<file path="config.mk">
export PLATFORM = sky130hd
export DESIGN_NAME = fwd_hazard_scoreboard_flat
export DESIGN_NICKNAME = d
export VERILOG_FILES = /design/src/rtl/fwd_hazard_scoreboard_pkg.sv /design/src/rtl/fwd_hazard_scoreboard_if.sv /design/src/rtl/fwd_hazard_scoreboard_sb_entry.sv /design/src/rtl/fwd_hazard_scoreboard.sv /design/src/flat_wrapper.sv
export SDC_FILE = /design/constraint.sdc
export NUM_CORES = 1
export LEC_CHECK = 0
export BUFFER_PORTS_ARGS = -buffer_cell sky130_fd_sc_hd__buf_2
export CAP_MARGIN = 20
export CORE_ASPECT_RATIO = 1.2
export CORE_MARGIN = 4
export CORE_UTILIZATION = 40
export CTS_CLUSTER_SIZE = 12
export DETAILED_ROUTE_END_ITERATION = 8
export PLACE_DENSITY = 0.6
export SYNTH_ARGS = -nofsm -noshare
export SYNTH_HDL_FRONTEND = slang
export SYNTH_SLANG_ARGS = --single-unit
</file>
<file path="constraint.sdc">
create_clock -name clk -period 4.1 [get_ports clk]
set_input_delay 0.205 -clock clk [delete_from_list [all_inputs] [get_ports clk]]
set_output_delay 0.205 -clock clk [all_outputs]
set_load 0.02 [all_outputs]
</file>
<file path="src/rtl/fwd_hazard_scoreboard_pkg.sv">
// Shared constants for the forwarding / hazard scoreboard block.
// Stage indices follow youngest-first order: MEM is checked before WB.
package fwd_hazard_scoreboard_pkg;

  localparam int unsigned REG_AW_DEF = 5;

  // Forward select encoding: 0 reads the register file, k+1 forwards from stage k.
  localparam int unsigned FWD_SEL_RF = 0;

  localparam int unsigned STG_MEM = 0;
  localparam int unsigned STG_WB  = 1;

endpackage

</file>
<file path="src/rtl/fwd_hazard_scoreboard_if.sv">
// Pipeline-side bundle for the forwarding / hazard scoreboard.
// The pipeline drives through master; the scoreboard consumes through slave.
interface fwd_hazard_scoreboard_if #(
  parameter int unsigned NUM_SRC     = 2,
  parameter int unsigned FWD_DEPTH   = 2,
  parameter int unsigned REG_AW      = 5,
  parameter int unsigned LAT_W       = 3,
  parameter int unsigned SEL_W       = $clog2(FWD_DEPTH + 1),
  parameter int unsigned STALL_CNT_W = 32
) ();

  logic [NUM_SRC*REG_AW-1:0]   rs_ex;
  logic [NUM_SRC*REG_AW-1:0]   rs_id;
  logic [FWD_DEPTH*REG_AW-1:0] stg_rd;
  logic [FWD_DEPTH-1:0]        stg_we;
  logic                        ld_ex_valid;
  logic [REG_AW-1:0]           ld_ex_rd;
  logic                        issue_valid;
  logic [REG_AW-1:0]           issue_rd;
  logic [LAT_W-1:0]            issue_lat;
  logic                        flush;
  logic                        stall_cnt_clr;

  logic [NUM_SRC*SEL_W-1:0]    fwd_sel;
  logic                        stall;
  logic                        issue_ack;
  logic [(2**REG_AW)-1:0]      busy_vec;
  logic [STALL_CNT_W-1:0]      stall_cnt;

  modport master (
    output rs_ex, rs_id, stg_rd, stg_we, ld_ex_valid, ld_ex_rd,
    output issue_valid, issue_rd, issue_lat, flush, stall_cnt_clr,
    input  fwd_sel, stall, issue_ack, busy_vec, stall_cnt
  );

  modport slave (
    input  rs_ex, rs_id, stg_rd, stg_we, ld_ex_valid, ld_ex_rd,
    input  issue_valid, issue_rd, issue_lat, flush, stall_cnt_clr,
    output fwd_sel, stall, issue_ack, busy_vec, stall_cnt
  );

endinterface

</file>
<file path="src/rtl/fwd_hazard_scoreboard_sb_entry.sv">
// One scoreboard slot: a down-counter loaded with the remaining latency of a
// long-latency writer; busy while nonzero.
module fwd_hazard_scoreboard_sb_entry #(
  parameter int unsigned LAT_W = 3
) (
  input  logic             clk,
  input  logic             rst_n,
  input  logic             load,
  input  logic [LAT_W-1:0] load_val,
  output logic             busy
);

  logic [LAT_W-1:0] cnt_q, cnt_d;

  // A new issue wins over the running decrement.
  always_comb begin
    cnt_d = cnt_q;
    if (load) begin
      cnt_d = load_val;
    end else if (cnt_q != '0) begin
      cnt_d = cnt_q - LAT_W'(1);
    end
  end

  always_ff @(posedge clk or negedge rst_n) begin
    if (!rst_n) begin
      cnt_q <= '0;
    end else begin
      cnt_q <= cnt_d;
    end
  end

  assign busy = (cnt_q != '0);

endmodule

</file>
<file path="src/rtl/fwd_hazard_scoreboard.sv">
// EX operand forwarding selects plus ID-stage hazard detection: load-use,
// scoreboard RAW/WAW for variable-latency writers, and a stall-cycle counter.
module fwd_hazard_scoreboard
  import fwd_hazard_scoreboard_pkg::*;
#(
  parameter int unsigned NUM_SRC     = 2,
  parameter int unsigned FWD_DEPTH   = 2,
  parameter int unsigned REG_AW      = REG_AW_DEF,
  parameter int unsigned LAT_W       = 3,
  parameter int unsigned SEL_W       = $clog2(FWD_DEPTH + 1),
  parameter int unsigned STALL_CNT_W = 32
) (
  input logic                    clk,
  input logic                    rst_n,
  fwd_hazard_scoreboard_if.slave bus
);

  localparam int unsigned NUM_REGS = 2 ** REG_AW;

  // Forward select per operand; scanning oldest to youngest lets the youngest match win.
  for (genvar i = 0; i < NUM_SRC; i++) begin : g_src
    logic [REG_AW-1:0] rs;
    logic [SEL_W-1:0]  sel;

    assign rs = bus.rs_ex[i*REG_AW +: REG_AW];

    always_comb begin
      sel = SEL_W'(FWD_SEL_RF);
      for (int k = FWD_DEPTH - 1; k >= 0; k--) begin
        if (bus.stg_we[k] && (bus.stg_rd[k*REG_AW +: REG_AW] != '0) &&
            (bus.stg_rd[k*REG_AW +: REG_AW] == rs)) begin
          sel = SEL_W'(k + 1);
        end
      end
    end

    assign bus.fwd_sel[i*SEL_W +: SEL_W] = sel;
  end

  logic [NUM_REGS-1:0] busy;
  logic                load_use, raw_hit, waw_hit;
  logic                stall, issue_ack;
  logic [LAT_W-1:0]    lat_eff;

  always_comb begin
    logic [REG_AW-1:0] rs_i;
    load_use = 1'b0;
    raw_hit  = 1'b0;
    for (int i = 0; i < NUM_SRC; i++) begin
      rs_i = bus.rs_id[i*REG_AW +: REG_AW];
      if (bus.ld_ex_valid && (bus.ld_ex_rd != '0) && (rs_i == bus.ld_ex_rd)) begin
        load_use = 1'b1;
      end
      if ((rs_i != '0) && busy[rs_i]) begin
        raw_hit = 1'b1;
      end
    end
  end

  assign waw_hit   = bus.issue_valid && busy[bus.issue_rd];
  assign stall     = (load_use || raw_hit || waw_hit) && !bus.flush;
  assign issue_ack = bus.issue_valid && !stall && !bus.flush;
  assign lat_eff   = (bus.issue_lat == '0) ? LAT_W'(1) : bus.issue_lat;

  // Register 0 is hardwired zero and never tracked; issues to it are acked without effect.
  assign busy[0] = 1'b0;

  for (genvar r = 1; r < NUM_REGS; r++) begin : g_entry
    fwd_hazard_scoreboard_sb_entry #(
      .LAT_W (LAT_W)
    ) u_entry (
      .clk      (clk),
      .rst_n    (rst_n),
      .load     (issue_ack && (bus.issue_rd == REG_AW'(r))),
      .load_val (lat_eff),
      .busy     (busy[r])
    );
  end

  logic [STALL_CNT_W-1:0] stall_cnt_q, stall_cnt_d;

  always_comb begin
    stall_cnt_d = stall_cnt_q;
    if (bus.stall_cnt_clr) begin
      stall_cnt_d = '0;
    end else if (stall && (stall_cnt_q != '1)) begin
      stall_cnt_d = stall_cnt_q + STALL_CNT_W'(1);
    end
  end

  always_ff @(posedge clk or negedge rst_n) begin
    if (!rst_n) begin
      stall_cnt_q <= '0;
    end else begin
      stall_cnt_q <= stall_cnt_d;
    end
  end

  assign bus.stall     = stall;
  assign bus.issue_ack = issue_ack;
  assign bus.busy_vec  = busy;
  assign bus.stall_cnt = stall_cnt_q;

endmodule
</file>
<file path="src/flat_wrapper.sv">
// flat-port wrapper written by rule: the top's interface ports become plain ports
module fwd_hazard_scoreboard_flat import fwd_hazard_scoreboard_pkg::*;
#(
  parameter int unsigned NUM_SRC     = 2,
  parameter int unsigned FWD_DEPTH   = 2,
  parameter int unsigned REG_AW      = REG_AW_DEF,
  parameter int unsigned LAT_W       = 3,
  parameter int unsigned SEL_W       = $clog2(FWD_DEPTH + 1),
  parameter int unsigned STALL_CNT_W = 32
)
  (clk, rst_n, bus_rs_ex, bus_rs_id, bus_stg_rd, bus_stg_we, bus_ld_ex_valid, bus_ld_ex_rd, bus_issue_valid, bus_issue_rd, bus_issue_lat, bus_flush, bus_stall_cnt_clr, bus_fwd_sel, bus_stall, bus_issue_ack, bus_busy_vec, bus_stall_cnt);
  fwd_hazard_scoreboard_if #(.NUM_SRC(NUM_SRC), .FWD_DEPTH(FWD_DEPTH), .REG_AW(REG_AW), .LAT_W(LAT_W), .SEL_W(SEL_W), .STALL_CNT_W(STALL_CNT_W)) bus_i ();
  input logic clk;
  input logic rst_n;
  input wire logic [$bits(bus_i.rs_ex)-1:0] bus_rs_ex;
  input wire logic [$bits(bus_i.rs_id)-1:0] bus_rs_id;
  input wire logic [$bits(bus_i.stg_rd)-1:0] bus_stg_rd;
  input wire logic [$bits(bus_i.stg_we)-1:0] bus_stg_we;
  input wire logic [$bits(bus_i.ld_ex_valid)-1:0] bus_ld_ex_valid;
  input wire logic [$bits(bus_i.ld_ex_rd)-1:0] bus_ld_ex_rd;
  input wire logic [$bits(bus_i.issue_valid)-1:0] bus_issue_valid;
  input wire logic [$bits(bus_i.issue_rd)-1:0] bus_issue_rd;
  input wire logic [$bits(bus_i.issue_lat)-1:0] bus_issue_lat;
  input wire logic [$bits(bus_i.flush)-1:0] bus_flush;
  input wire logic [$bits(bus_i.stall_cnt_clr)-1:0] bus_stall_cnt_clr;
  output wire logic [$bits(bus_i.fwd_sel)-1:0] bus_fwd_sel;
  output wire logic [$bits(bus_i.stall)-1:0] bus_stall;
  output wire logic [$bits(bus_i.issue_ack)-1:0] bus_issue_ack;
  output wire logic [$bits(bus_i.busy_vec)-1:0] bus_busy_vec;
  output wire logic [$bits(bus_i.stall_cnt)-1:0] bus_stall_cnt;
  assign bus_i.rs_ex = bus_rs_ex;
  assign bus_i.rs_id = bus_rs_id;
  assign bus_i.stg_rd = bus_stg_rd;
  assign bus_i.stg_we = bus_stg_we;
  assign bus_i.ld_ex_valid = bus_ld_ex_valid;
  assign bus_i.ld_ex_rd = bus_ld_ex_rd;
  assign bus_i.issue_valid = bus_issue_valid;
  assign bus_i.issue_rd = bus_issue_rd;
  assign bus_i.issue_lat = bus_issue_lat;
  assign bus_i.flush = bus_flush;
  assign bus_i.stall_cnt_clr = bus_stall_cnt_clr;
  assign bus_fwd_sel = bus_i.fwd_sel;
  assign bus_stall = bus_i.stall;
  assign bus_issue_ack = bus_i.issue_ack;
  assign bus_busy_vec = bus_i.busy_vec;
  assign bus_stall_cnt = bus_i.stall_cnt;
  fwd_hazard_scoreboard #(.NUM_SRC(NUM_SRC), .FWD_DEPTH(FWD_DEPTH), .REG_AW(REG_AW), .LAT_W(LAT_W), .SEL_W(SEL_W), .STALL_CNT_W(STALL_CNT_W)) u_core (.clk(clk), .rst_n(rst_n), .bus(bus_i));
endmodule
</file>
==> results.md, run 1 <==
- FF-to-FF Start: u_core.g_entry[7].u_entry.cnt_q[0]
- Fmax: about 280 MHz
- Unique masters post-synth: 64
- Fin Setup TNS: 0 ps
- Routed length on met3: between 1500 and 2000 um
- Tmin final: 3570 ps
- CP max stage delay: between 500 and 600 ps
- Worst r2r path cells: 10
- Reg power frac: 0.305
- Synth Instances: a little over 1000
- Fin. max-slew vios: 0
- Hold endpoint: u_core.g_entry[30].u_entry.cnt_q[0]
- Overflow after GRT: 0
- Root Driver: clkbuf_16
- Detailed Route WL: about 25000 um
- Std-Cell Rows: between 60 and 70
- Max VDD drop: between 0.3 and 0.4 mV
- Slew HR: 0.376
- Number of antenna violations at the first check in global routing: 1
- Worst setup EP type: output pin
- CP required: between 3000 and 4000 ps
- Worst hold start: bus_issue_rd[4]
- Worst skew pair latency: 430 ps
- Met2 Routed Length: 11600 um
- Total GRT Usage: 0.194
- Worst Skew: 23.5 ps
- Most used DFF post-synth: dfrtp_1
- Critical Path, Cell by Cell: inv_1 > ha_1 > nand2b_1 > mux4_2 > mux2i_1 > a21oi_1 > a211oi_1 > and2_4 > nor2_1 > buf_2
- Antenna diodes: 0
- Num ports: between 100 and 150
- DRT Pass-1 Iters: 4
- WL met1: approximately 11000 um
- Post-CTS sizing: 0
- RePlAce Congestion: between 0.9 and 1
- Min-delay worst type: in -> reg
- Die ar.: roughly 26000 um2
- WHS Path Cells: 3
- Vias per cell: between 5 and 6
- Leak Pwr: 4.78 nW
- Min Hold Slack: around 260 ps
- Vias in the first global route: ~7500
- Async set-reset flop share out of synthesis: 1.00
- Initial Util: 0.406
- Crit share post-route: 0.871
- Switching power: ~2.6 mW
- Starting DRC count in detailed routing: just over 400
- Most frequent cells in the layout: dfrtp_1 (125), buf_2 (118), inv_1 (87)
- Final net count: ~1200
- Reg2Reg Setup Slack: 650 ps
- Reg clk slew, reported paths: about 60 ps
- Delay-heaviest family, CP: simple AND/OR/NAND/NOR gates
- Setup-failing EPs final: 0
- Comb pwr share: 0.464
- Fin util: 0.453
- Clock power share: 0.231
- CTS tree: done
- Top Metal Used: met5
- Core ar.: between 20000 and 25000 um2
- Clock buffer count from CTS: 17
- Commonest non-fill, non-tap cell in the layout: dfrtp_1
- Largest net degree at the start of global routing: between 90 and 100
- Startpoint Class: register
- Sw Ratio: 0.390
- Syn avg cell area: roughly 9.2 um2
- Pint: 4.09 mW
- Port bufs: approximately 120
- Die height: roughly 180 um
- CP Class: reg -> out
- Final Hold Violating Endpoints: 0
- # Max-Cap Violations: 0
- Syn nets: about 1100
- Reg2reg end: u_core.g_entry[16].u_entry.cnt_q[1]
- First-pass GRT wire length: roughly 40000 um
- Cell Pwr Density: 638 nW/um2
- RSZ-0062 raised after global routing: no
- Outcome: finished, final reports clean
- Layout cells sized above 1: 0.200
- Synth warnings: 0
- DRC: 0
- CP max FO: 33
- Register area share after synthesis: 0.332
- Sink Count: about 130
- CP max-delay cell: and2_4
- Die span in x: about 150 um
- Longest Clk Path Bufs: 2
- Worst-margin pin slew: roughly 940 ps
- Vias: 7479
- Number of synthesized register bits: ~130
- DR WL/cell: about 18 um
- DP Wirelength: 17900 um
- Post-synth EDFFs: 0
- Area of the mapped netlist: about 9400 um2
- Antenna-violating nets left: 0
- # H-tree levels: 4
- Worst path bufs/invs: 2
- Synth-to-layout area growth: 11.5%
- CP Data Arrival Time: 3370 ps
[state kept, by name, indices dropped and copies added, names as in the netlist]
name,flops
u_core.g_entry.u_entry.cnt_q,93
u_core.bus.stall_cnt,32
[per-stage QoR]
step                      instances  total power, mW  worst slack, ps  instance area [um2]
final                          1395             6.70              527                10500
after global routing           1395             7.31              255                10500
after CTS                      1395             6.79              541                10500
after detailed placement       1362             5.20              682                 9890
after global placement         1362             5.12              742                 9890
after floorplan                1020             4.70             1080                 9420
[worst reg2reg max path: stages (launching register included)]
cell	delay [ps]
dfrtp_1	390
inv_1	90
ha_1	170
nand2b_1	240
mux4_2	550
mux2i_1	140
a21oi_1	80
a211oi_1	450
and2_4	570
and4_1	320
mux2_2	340
[metal layers]
| metal | vias to the layer above | track usage |
|---|---|---|
| met5 | - | 0 |
| met4 | 2 | 0.0728 |
| met3 | 52 | 0.0462 |
| met2 | 233 | 0.318 |
| met1 | 3600 | 0.249 |
| li1 | 3592 | - |
[power by group through the flow]
stage,clock network [mW],logic [mW],registers [mW]
final,1.55,3.11,2.04
after global routing,1.64,3.56,2.11
after CTS,1.58,3.16,2.04
after floorplan,0,2.70,2.01
after global placement,0,3.07,2.05
after detailed placement,0,3.14,2.06
[how the worst max path moves through the flow]
| stage | start | end | slack, ps | depth (start not counted) |
|---|---|---|---|---|
| 2_1_floorplan | u_core.g_entry[21].u_entry.cnt_q[0] | u_core.g_entry[28].u_entry.cnt_q[1] | 1080 | 13 |
| 3_5_place_dp | u_core.g_entry[11].u_entry.cnt_q[0] | u_core.g_entry[20].u_entry.cnt_q[1] | 680 | 10 |
| 6_report | u_core.g_entry[7].u_entry.cnt_q[0] | bus_stall | 530 | 10 |
| 4_1_cts | u_core.g_entry[11].u_entry.cnt_q[0] | bus_stall | 540 | 10 |
| 5_1_grt | u_core.g_entry[11].u_entry.cnt_q[1] | bus_stall | 260 | 10 |
| 3_3_place_gp | u_core.g_entry[11].u_entry.cnt_q[0] | u_core.g_entry[16].u_entry.cnt_q[1] | 740 | 10 |
[cell families (layout without fill, tap and decap cells)]
| family | count (synthesis) | count (layout) | share of synthesized area |
|---|---|---|---|
| AOI/OAI and AO/OA | 160 | 160 | 0.0979 |
| other | 1 | 1 | 0.000398 |
| DFF | 125 | 125 | 0.332 |
| buffers and inverters | 190 | 250 | 0.100 |
| xor gates and xnor gates | 62 | 62 | 0.0577 |
| and+or+nand+nor | 308 | 308 | 0.186 |
| adders and majority gates | 63 | 63 | 0.0837 |
| muxes | 111 | 111 | 0.142 |
[synth_stat cells (23+ instances only)]
cell | count | area, um2
nand2b_1 | 33 | 206
or4_1 | 23 | 173
o21ai_0 | 38 | 190
nor2_1 | 83 | 312
a21oi_1 | 74 | 370
dfrtp_1 | 125 | 3130
nand3_1 | 28 | 140
mux2i_1 | 62 | 621
inv_1 | 87 | 327
nand2_1 | 27 | 101
buf_4 | 35 | 263
xnor2_1 | 41 | 359
clkbuf_1 | 42 | 158
ha_1 | 63 | 788
mux2_1 | 24 | 270
[timing repair]
| action | CTS | global route |
|---|---|---|
| buffers inserted | 0 | 0 |
| hold buffers | 1 | 0 |
| endpoints found under the hold margin | 95 | 0 |
[layout make-up]
cell class	count	area (um2)
inverter	88	330
clock inverter	15	174
clock buffer	17	425
multi-input combinational	705	5350
timing repair buffer	130	699
sequential	125	3130
fill	2340	12700
tap	315	394
Note: power is estimated with default switching activity, not from simulation.
==> run 2, diff against run 1 <==
CTS_CLUSTER_DIAMETER = 50   (was unset)
SYNTH_HIERARCHICAL = 1   (was unset)
==> run 2 against run 1 <==
Clock skew down 9.7 ps. Largest cell class unchanged. Sequential share of layout area down 1.7 points. Clock-buffer cell count up 4. Synthesized area up 0.56%. Critical path type is now reg -> reg. Critical path depth up 4. Critical endpoint is now u_core/g_entry[8].u_entry/cnt_q[1]. Non-clock buffer count up 9. Flip-flop and latch count unchanged.
==> results.md, run 2 <==
- Post-synth top cells: inv_1 (128), dfrtp_1 (125), nor2b_1 (105), nand2b_1 (69), ha_1 (63)
- Port bufs: 119 (unchanged)
- Async set-reset flop share out of synthesis: 1.00 (unchanged)
- Outcome: finished, final reports clean
- Initial Util: 0.407 (+0.000927)
- Most used DFF post-synth: dfrtp_1
- Number of synthesized register bits: 125 (unchanged)
- Synth warnings: 6 (+6)
- Synth Area in Adders: 0.0832 (-0.000465)
- Main combinational cell family by area after synthesis: simple AND/OR/NAND/NOR gates
- Clock buffer count from CTS: 17 (unchanged)
- CP Class: reg -> reg
- Number of antenna violations at the first check in global routing: 2 (+1)
- Final Hold Violating Endpoints: 0 (unchanged)
- Startpoint Class: register
- Worst-margin pin slew: 861 ps (-75.1 ps)
- Worst Skew: 13.8 ps (-9.70 ps)
- First-pass GRT wire length: 40700 um (+1.3%)
- Crit share post-route: 0.941 (+0.0700)
- Die ar.: 26200 um2 (+0.53%)
- Setup-failing EPs final: 0 (unchanged)
- # Max-Cap Violations: 0 (unchanged)
- DRT Pass-1 Iters: 5 (+1)
- Core ar.: 23300 um2 (+0.33%)
- # H-tree levels: 4 (unchanged)
- Unique masters post-synth: 58 (-9.4%)
- CP required: 4390 ps (+500 ps)
- Overflow after GRT: 0 (unchanged)
- Most common cell in the netlist: inv_1
- Starting DRC count in detailed routing: 538 (+33%)
- Die span in x: 148 um (+0.26%)
- Fillers: 2204 (-5.8%)
- Synth-to-layout area growth: 17.5%
- Vias: 8105 (+8.4%)
- CP max FO: 15 (-55%)
- Slew HR: 0.426 (+0.0501)
- Area of the mapped netlist: 9470 um2 (+0.56%)
- Longest Clk Path Bufs: 2 (unchanged)
- Min-delay worst type: in -> reg
- Fin Setup TNS: 0 ps (unchanged)
- Yosys top cell area share: 0.330 (-0.00184)
- DR WL/cell: 17.3 um (-2.9%)
- Sink Count: 125 (unchanged)
- Worst skew pair latency: 420 ps (about the same)
- Area share of and/or/nand/nor cells after synthesis: 0.300 (+0.114)
- Number of flip-flops in the largest register: 93 (unchanged)
- Vias in the first global route: 7770 (+3.4%)
- Final net count: 1257 (+6.4%)
- Top reg by flops: u_core/g_entry.u_entry/cnt_q
- Syn avg cell area: 9.30 um2 (+0.76%)
- Post-CTS Setup Inserts: 0 (unchanged)
- Total GRT Usage: 0.192 (-0.00145)
- Antenna diodes: 0 (unchanged)
- Power, Total: 6.72 mW (+0.23%)
- Post-synth EDFFs: 0 (unchanged)
- Reg clk slew, reported paths: 60 ps (about the same)
- DRC: 0 (unchanged)
- Die height: 177 um (+0.27%)
- Largest net degree at the start of global routing: 84 (-13%)
- Min Hold Slack: 348 ps (+87.1 ps)
- Fmax: 259 MHz (-7.4%)
- Cell Pwr Density: 604 nW/um2 (-5.4%)
- Vias per cell: 5.51 (+2.8%)
- Synth top area cells: dfrtp_1 (33%), ha_1 (8.3%), nor2b_1 (6.9%)
- Area leader, netlist: dfrtp_1
- Antenna-violating nets left: 0 (unchanged)
- Register area share after synthesis: 0.330 (-0.00184)
- Synth Area in XOR/XNOR: 0.0351 (-0.0225)
- Commonest non-fill, non-tap cell in the layout: inv_1
- CP Data Arrival Time: 4150 ps (+780 ps)
- Leak Pwr: 4.87 nW (+1.8%)
- Root Driver: clkbuf_16
- Synth Instances: 1018 (-0.20%)
- Multiplexer area fraction after synthesis: 0.0629 (-0.0787)
- Fin. max-slew vios: 0 (unchanged)
- Synth Area in Compound Gates: 0.121 (+0.0228)
- Layout cells sized above 1: 0.181 (-0.0192)
- Std-Cell Rows: 61 (unchanged)
- Most frequent cells in the layout: inv_1 (128), dfrtp_1 (125), buf_2 (118)
- Syn nets: 1132 (-0.18%)
- Num ports: 121 (unchanged)
- Max VDD drop: 0.317 mV (+4.0%)
- Tmin final: 3860 ps (+287 ps)
- RePlAce Congestion: 0.865 (-4.2%)
- RSZ-0062 raised after global routing: no
- Worst setup EP type: register
- Detailed Route WL: 25400 um (+2.3%)
- CTS tree: done
- DP Wirelength: 18200 um (+1.5%)
-- run 2: timing repair --
item | CTS | global route
endpoints found under the hold margin | 42 | 0
gates resized for setup | 0 | 3
endpoints found under the setup margin | 0 | 4
hold buffers | 1 | 0
-- run 2: stage by stage --
stage,setup slack (ps),area (um2),std cells,util
6_report,240,11100,1471,0.478
5_1_grt,1.44,11100,1471,0.478
4_1_cts,184,11100,1471,0.477
3_5_place_dp,176,10500,1438,0.450
3_3_place_gp,332,10500,1438,0.450
2_1_floorplan,448,9470,1018,-
-- run 2: worst max-delay path: stages, from the launching register on --
cell	delay, ps
dfrtp_1	390
inv_1	90
ha_1	200
nand2b_1	190
mux4_2	500
a22o_1	220
a31o_2	220
a31oi_1	190
nand4_1	210
nor3b_4	350
nand2b_2	350
nor4_1	270
buf_4	190
inv_1	60
a311oi_1	310
-- run 2: per-layer routing --
metal / up-vias / GRT usage / share of wire / routed length (um)
met5: - / 0 / 0.00055 / 14
met4: 4 / 0.0539 / 0.017 / 436
met3: 26 / 0.0436 / 0.056 / 1420
met2: 211 / 0.322 / 0.48 / 12200
met1: 3912 / 0.250 / 0.45 / 11300
li1: 3952 / - / - / -
-- run 2: cell type report --
class                   instances  area [um2]  area share
well taps                     315         394      0.0354
clock inverters                11         164      0.0147
clock buffers                  21         470      0.0423
inverters                     128         480      0.0432
flip-flops and latches        125        3130       0.281
repair buffers                139         763      0.0686
multi-input cells             732        5730       0.515
-- run 2: cells by family after synthesis --
kind of cell	Yosys count
AO/OA/AOI/OAI	155
other	1
multiplexers	42
adder cells (fa/ha/maj)	63
AND/OR/NAND/NOR	433
buffers and inverters	161
XOR/XNOR	38
flip-flops	125
-- run 2: path summary, 6_finish.rpt --
path                                                      from                                   to  slack, ps  cells past startpoint
min in group asynchronous                                rst_n   u_core/g_entry[5].u_entry/cnt_q[1]        370                      2
setup / recovery           u_core/g_entry[10].u_entry/cnt_q[0]   u_core/g_entry[8].u_entry/cnt_q[1]        240                     14
hold / removal                               bus_stall_cnt_clr             u_core/bus.stall_cnt[10]        350                      2
max in group asynchronous                                rst_n  u_core/g_entry[17].u_entry/cnt_q[0]       2840                      3
hold reg to reg                       u_core/bus.stall_cnt[17]             u_core/bus.stall_cnt[17]        570                      2
setup reg to reg           u_core/g_entry[10].u_entry/cnt_q[0]   u_core/g_entry[8].u_entry/cnt_q[1]        240                     14
-- run 2: power breakdown --
part,internal [mW],switching [mW]
combinational,1.43,1.54
sequential,1.74,0.372
clock,1.06,0.577
total,4.23,2.49
==> run 3, diff against run 2 <==
clock period = 3.9 ns   (was 4.1 ns; I/O delays follow)
==> run 3 against run 2 <==
Worst setup slack got worse by 70 ps. Register-to-register slack got worse by 70 ps. Flip-flop and latch count did not move. Core utilization rose by 0.49 points. Critical path depth did not move. Critical endpoint is now u_core/g_entry[11].u_entry/cnt_q[0]. Largest power group unchanged. Highest routed layer unchanged.
==> results.md, run 3 (synthesized netlist as in run 2, its figures left out) <==
- DRC: 0 (unchanged)
- Core ar.: 23300 um2 (unchanged)
- Setup-failing EPs final: 0 (unchanged)
- Min-delay worst type: in -> reg
- Final Hold Violating Endpoints: 0 (unchanged)
- CP Class: reg -> reg
- # H-tree levels: 4 (unchanged)
- Tmin final: 3730 ps (-130 ps)
- Commonest non-fill, non-tap cell in the layout: inv_1
- CP max FO: 8 (-7)
- Final net count: 1271 (+1.1%)
- Number of antenna violations at the first check in global routing: 3 (+1)
- CP required: 4200 ps (-190 ps)
- Vias in the first global route: 8237 (+6.0%)
- Num ports: 121 (unchanged)
- DRT Pass-1 Iters: 5 (unchanged)
- Leak Pwr: 4.89 nW (+0.43%)
- Sink Count: 125 (unchanged)
- Number of flip-flops in the largest register: 93 (unchanged)
- Root Driver: clkbuf_16
- Critical Path, Cell by Cell: inv_1 > ha_1 > nand2b_1 > mux4_2 > a22o_1 > a31o_2 > a31oi_1 > nand4_1 > nor3b_4 > buf_4 > nand2b_4 > nor3_2 > nor2b_1 > a221oi_1
- DP Wirelength: 18700 um (+2.6%)
- Die ar.: 26200 um2 (unchanged)
- CP max stage delay: 490 ps (about the same)
- Met3 Resource Use GR: 0.0377 (-0.00591)
- Longest Clk Path Bufs: 2 (unchanged)
- Startpoint Class: register
- Worst-margin pin slew: 885 ps (+23.7 ps)
- Slew HR: 0.410 (-0.0158)
- Initial Util: 0.407 (unchanged)
- Fin Setup TNS: 0 ps (unchanged)
- Layout cells sized above 1: 0.199 (+0.0185)
- Max VDD drop: 0.362 mV (+14%)
- Register Area: 3130 um2 (unchanged)
- CTS tree: done
- Reg clk slew, reported paths: 60 ps (about the same)
- Post-route setup slack: 170 ps (-70.2 ps)
- # Max-Cap Violations: 0 (unchanged)
- Starting DRC count in detailed routing: 542 (+0.74%)
- Std-Cell Rows: 61 (unchanged)
- Die height: 177 um (unchanged)
- Worst setup EP type: register
- Outcome: finished, final reports clean
- Largest net degree at the start of global routing: 65 (-23%)
- Detailed Route WL: 26400 um (+4.1%)
- CP max-delay cell: mux4_2
- DR WL/cell: 17.8 um (+3.2%)
- CP Data Arrival Time: 4030 ps (-120 ps)
- Top reg by flops: u_core/g_entry.u_entry/cnt_q
- Vias: 8282 (+2.2%)
- First-pass GRT wire length: 42900 um (+5.5%)
- Crit share post-route: 0.956 (+0.0150)
- Cell Pwr Density: 626 nW/um2 (+3.7%)
- Fillers: 2193 (-0.50%)
- Fin. max-slew vios: 0 (unchanged)
- Antenna-violating nets left: 0 (unchanged)
- Clock buffer count from CTS: 17 (unchanged)
- Busiest metal layer after global routing: met2
- Reg2Reg Setup Slack: 170 ps (-70 ps)
- Port bufs: 119 (unchanged)
- Die span in x: 148 um (unchanged)
- Multi-input combinational cell area: 5790 um2 (+1.2%)
- Total GRT Usage: 0.203 (+0.0105)
- Worst skew pair latency: 420 ps (about the same)
- Synth-to-layout area growth: 18.7%
- Overflow after GRT: 0 (unchanged)
- Met1 Use GR: 0.260 (+0.0103)
- Vias per cell: 5.58 (+1.3%)
- Antenna diodes: 0 (unchanged)
- Most frequent cells in the layout: inv_1 (128), dfrtp_1 (125), buf_2 (118)
- Met2 layer usage reported by global route: 0.341 (+0.0195)
- Dpl ws: 62.0 ps (-114 ps)
- Fmax: 268 MHz (+3.5%)
- RePlAce Congestion: 0.834 (-3.5%)
- Worst Skew: 12.5 ps (-1.31 ps)
[run 3: cell types whose count changed in the layout (fill, tap and decap cells not counted), moves of 2 or more]
cell	change
buf_4	+12
bufinv_16	-2
clkbuf_1	+4
clkinv_2	-2
nand2b_1	-3
nand2b_2	+2
nand2b_4	+2
nor2_1	-10
nor2_2	+7
nor2_4	+3
nor3_4	-2
nor4_1	-3
nor4_2	+3
[run 3: final cells by class]
class | instances | share of cell area
clock buffer | 25 | 0.0432
clock inverter | 6 | 0.00757
inverter | 128 | 0.0427
multi-input combinational | 733 | 0.515
sequential | 125 | 0.278
tap | 315 | 0.0351
timing repair buffer | 152 | 0.0777
[run 3: layer usage]
layer | part of all wire | vias up
li1 | - | 3963
met1 | 0.44 | 4021
met2 | 0.48 | 249
met3 | 0.054 | 43
met4 | 0.022 | 6
met5 | 0.0010 | -
[run 3: final timing paths]
kind	cells after the start	startpoint	endpoint
worst max-delay path	14	u_core/g_entry[10].u_entry/cnt_q[1]	u_core/g_entry[11].u_entry/cnt_q[0]
worst min-delay path	2	bus_stall_cnt_clr	u_core/bus.stall_cnt[21]
worst max register to register	14	u_core/g_entry[10].u_entry/cnt_q[1]	u_core/g_entry[11].u_entry/cnt_q[0]
worst min register to register	2	u_core/bus.stall_cnt[19]	u_core/bus.stall_cnt[19]
max in group asynchronous	3	rst_n	u_core/g_entry[26].u_entry/cnt_q[2]
min in group asynchronous	2	rst_n	u_core/bus.stall_cnt[15]
[run 3: through the flow]
stage,hold WS [ps],power (mW),cells,utilization,area [um2]
after floorplan,-101,4.46,1018,-,9470
after global placement,378,5.39,1446,0.453,10500
after detailed placement,379,5.44,1446,0.453,10500
after CTS,315,7.06,1478,0.478,11100
after global routing,355,7.59,1484,0.483,11200
final,326,7.04,1484,0.483,11200
[run 3: timing repair]
action | in CTS | in global routing
hold buffers | 1 | 0
endpoints found under the setup margin | 0 | 85
endpoints found under the hold margin | 61 | 0
buffers inserted | 0 | 5
gates resized for setup | 0 | 21
[run 3: power by group]
part	leakage, nW	switching, mW	internal, mW
Sequential	1.54	0.409	1.83
Clock	0.273	0.592	0.987
Combinational	3.07	1.66	1.56
Total	4.89	2.66	4.37
[run 3: worst max-delay path: cells and delay by family, from the launching register on]
kind / cells / cell delay, ps
adder cells (fa/ha/maj): 1 / 210
multiplexers: 1 / 490
AO/OA/AOI/OAI: 4 / 940
flip-flops: 1 / 390
AND/OR/NAND/NOR: 6 / 1290
buffers and inverters: 2 / 290
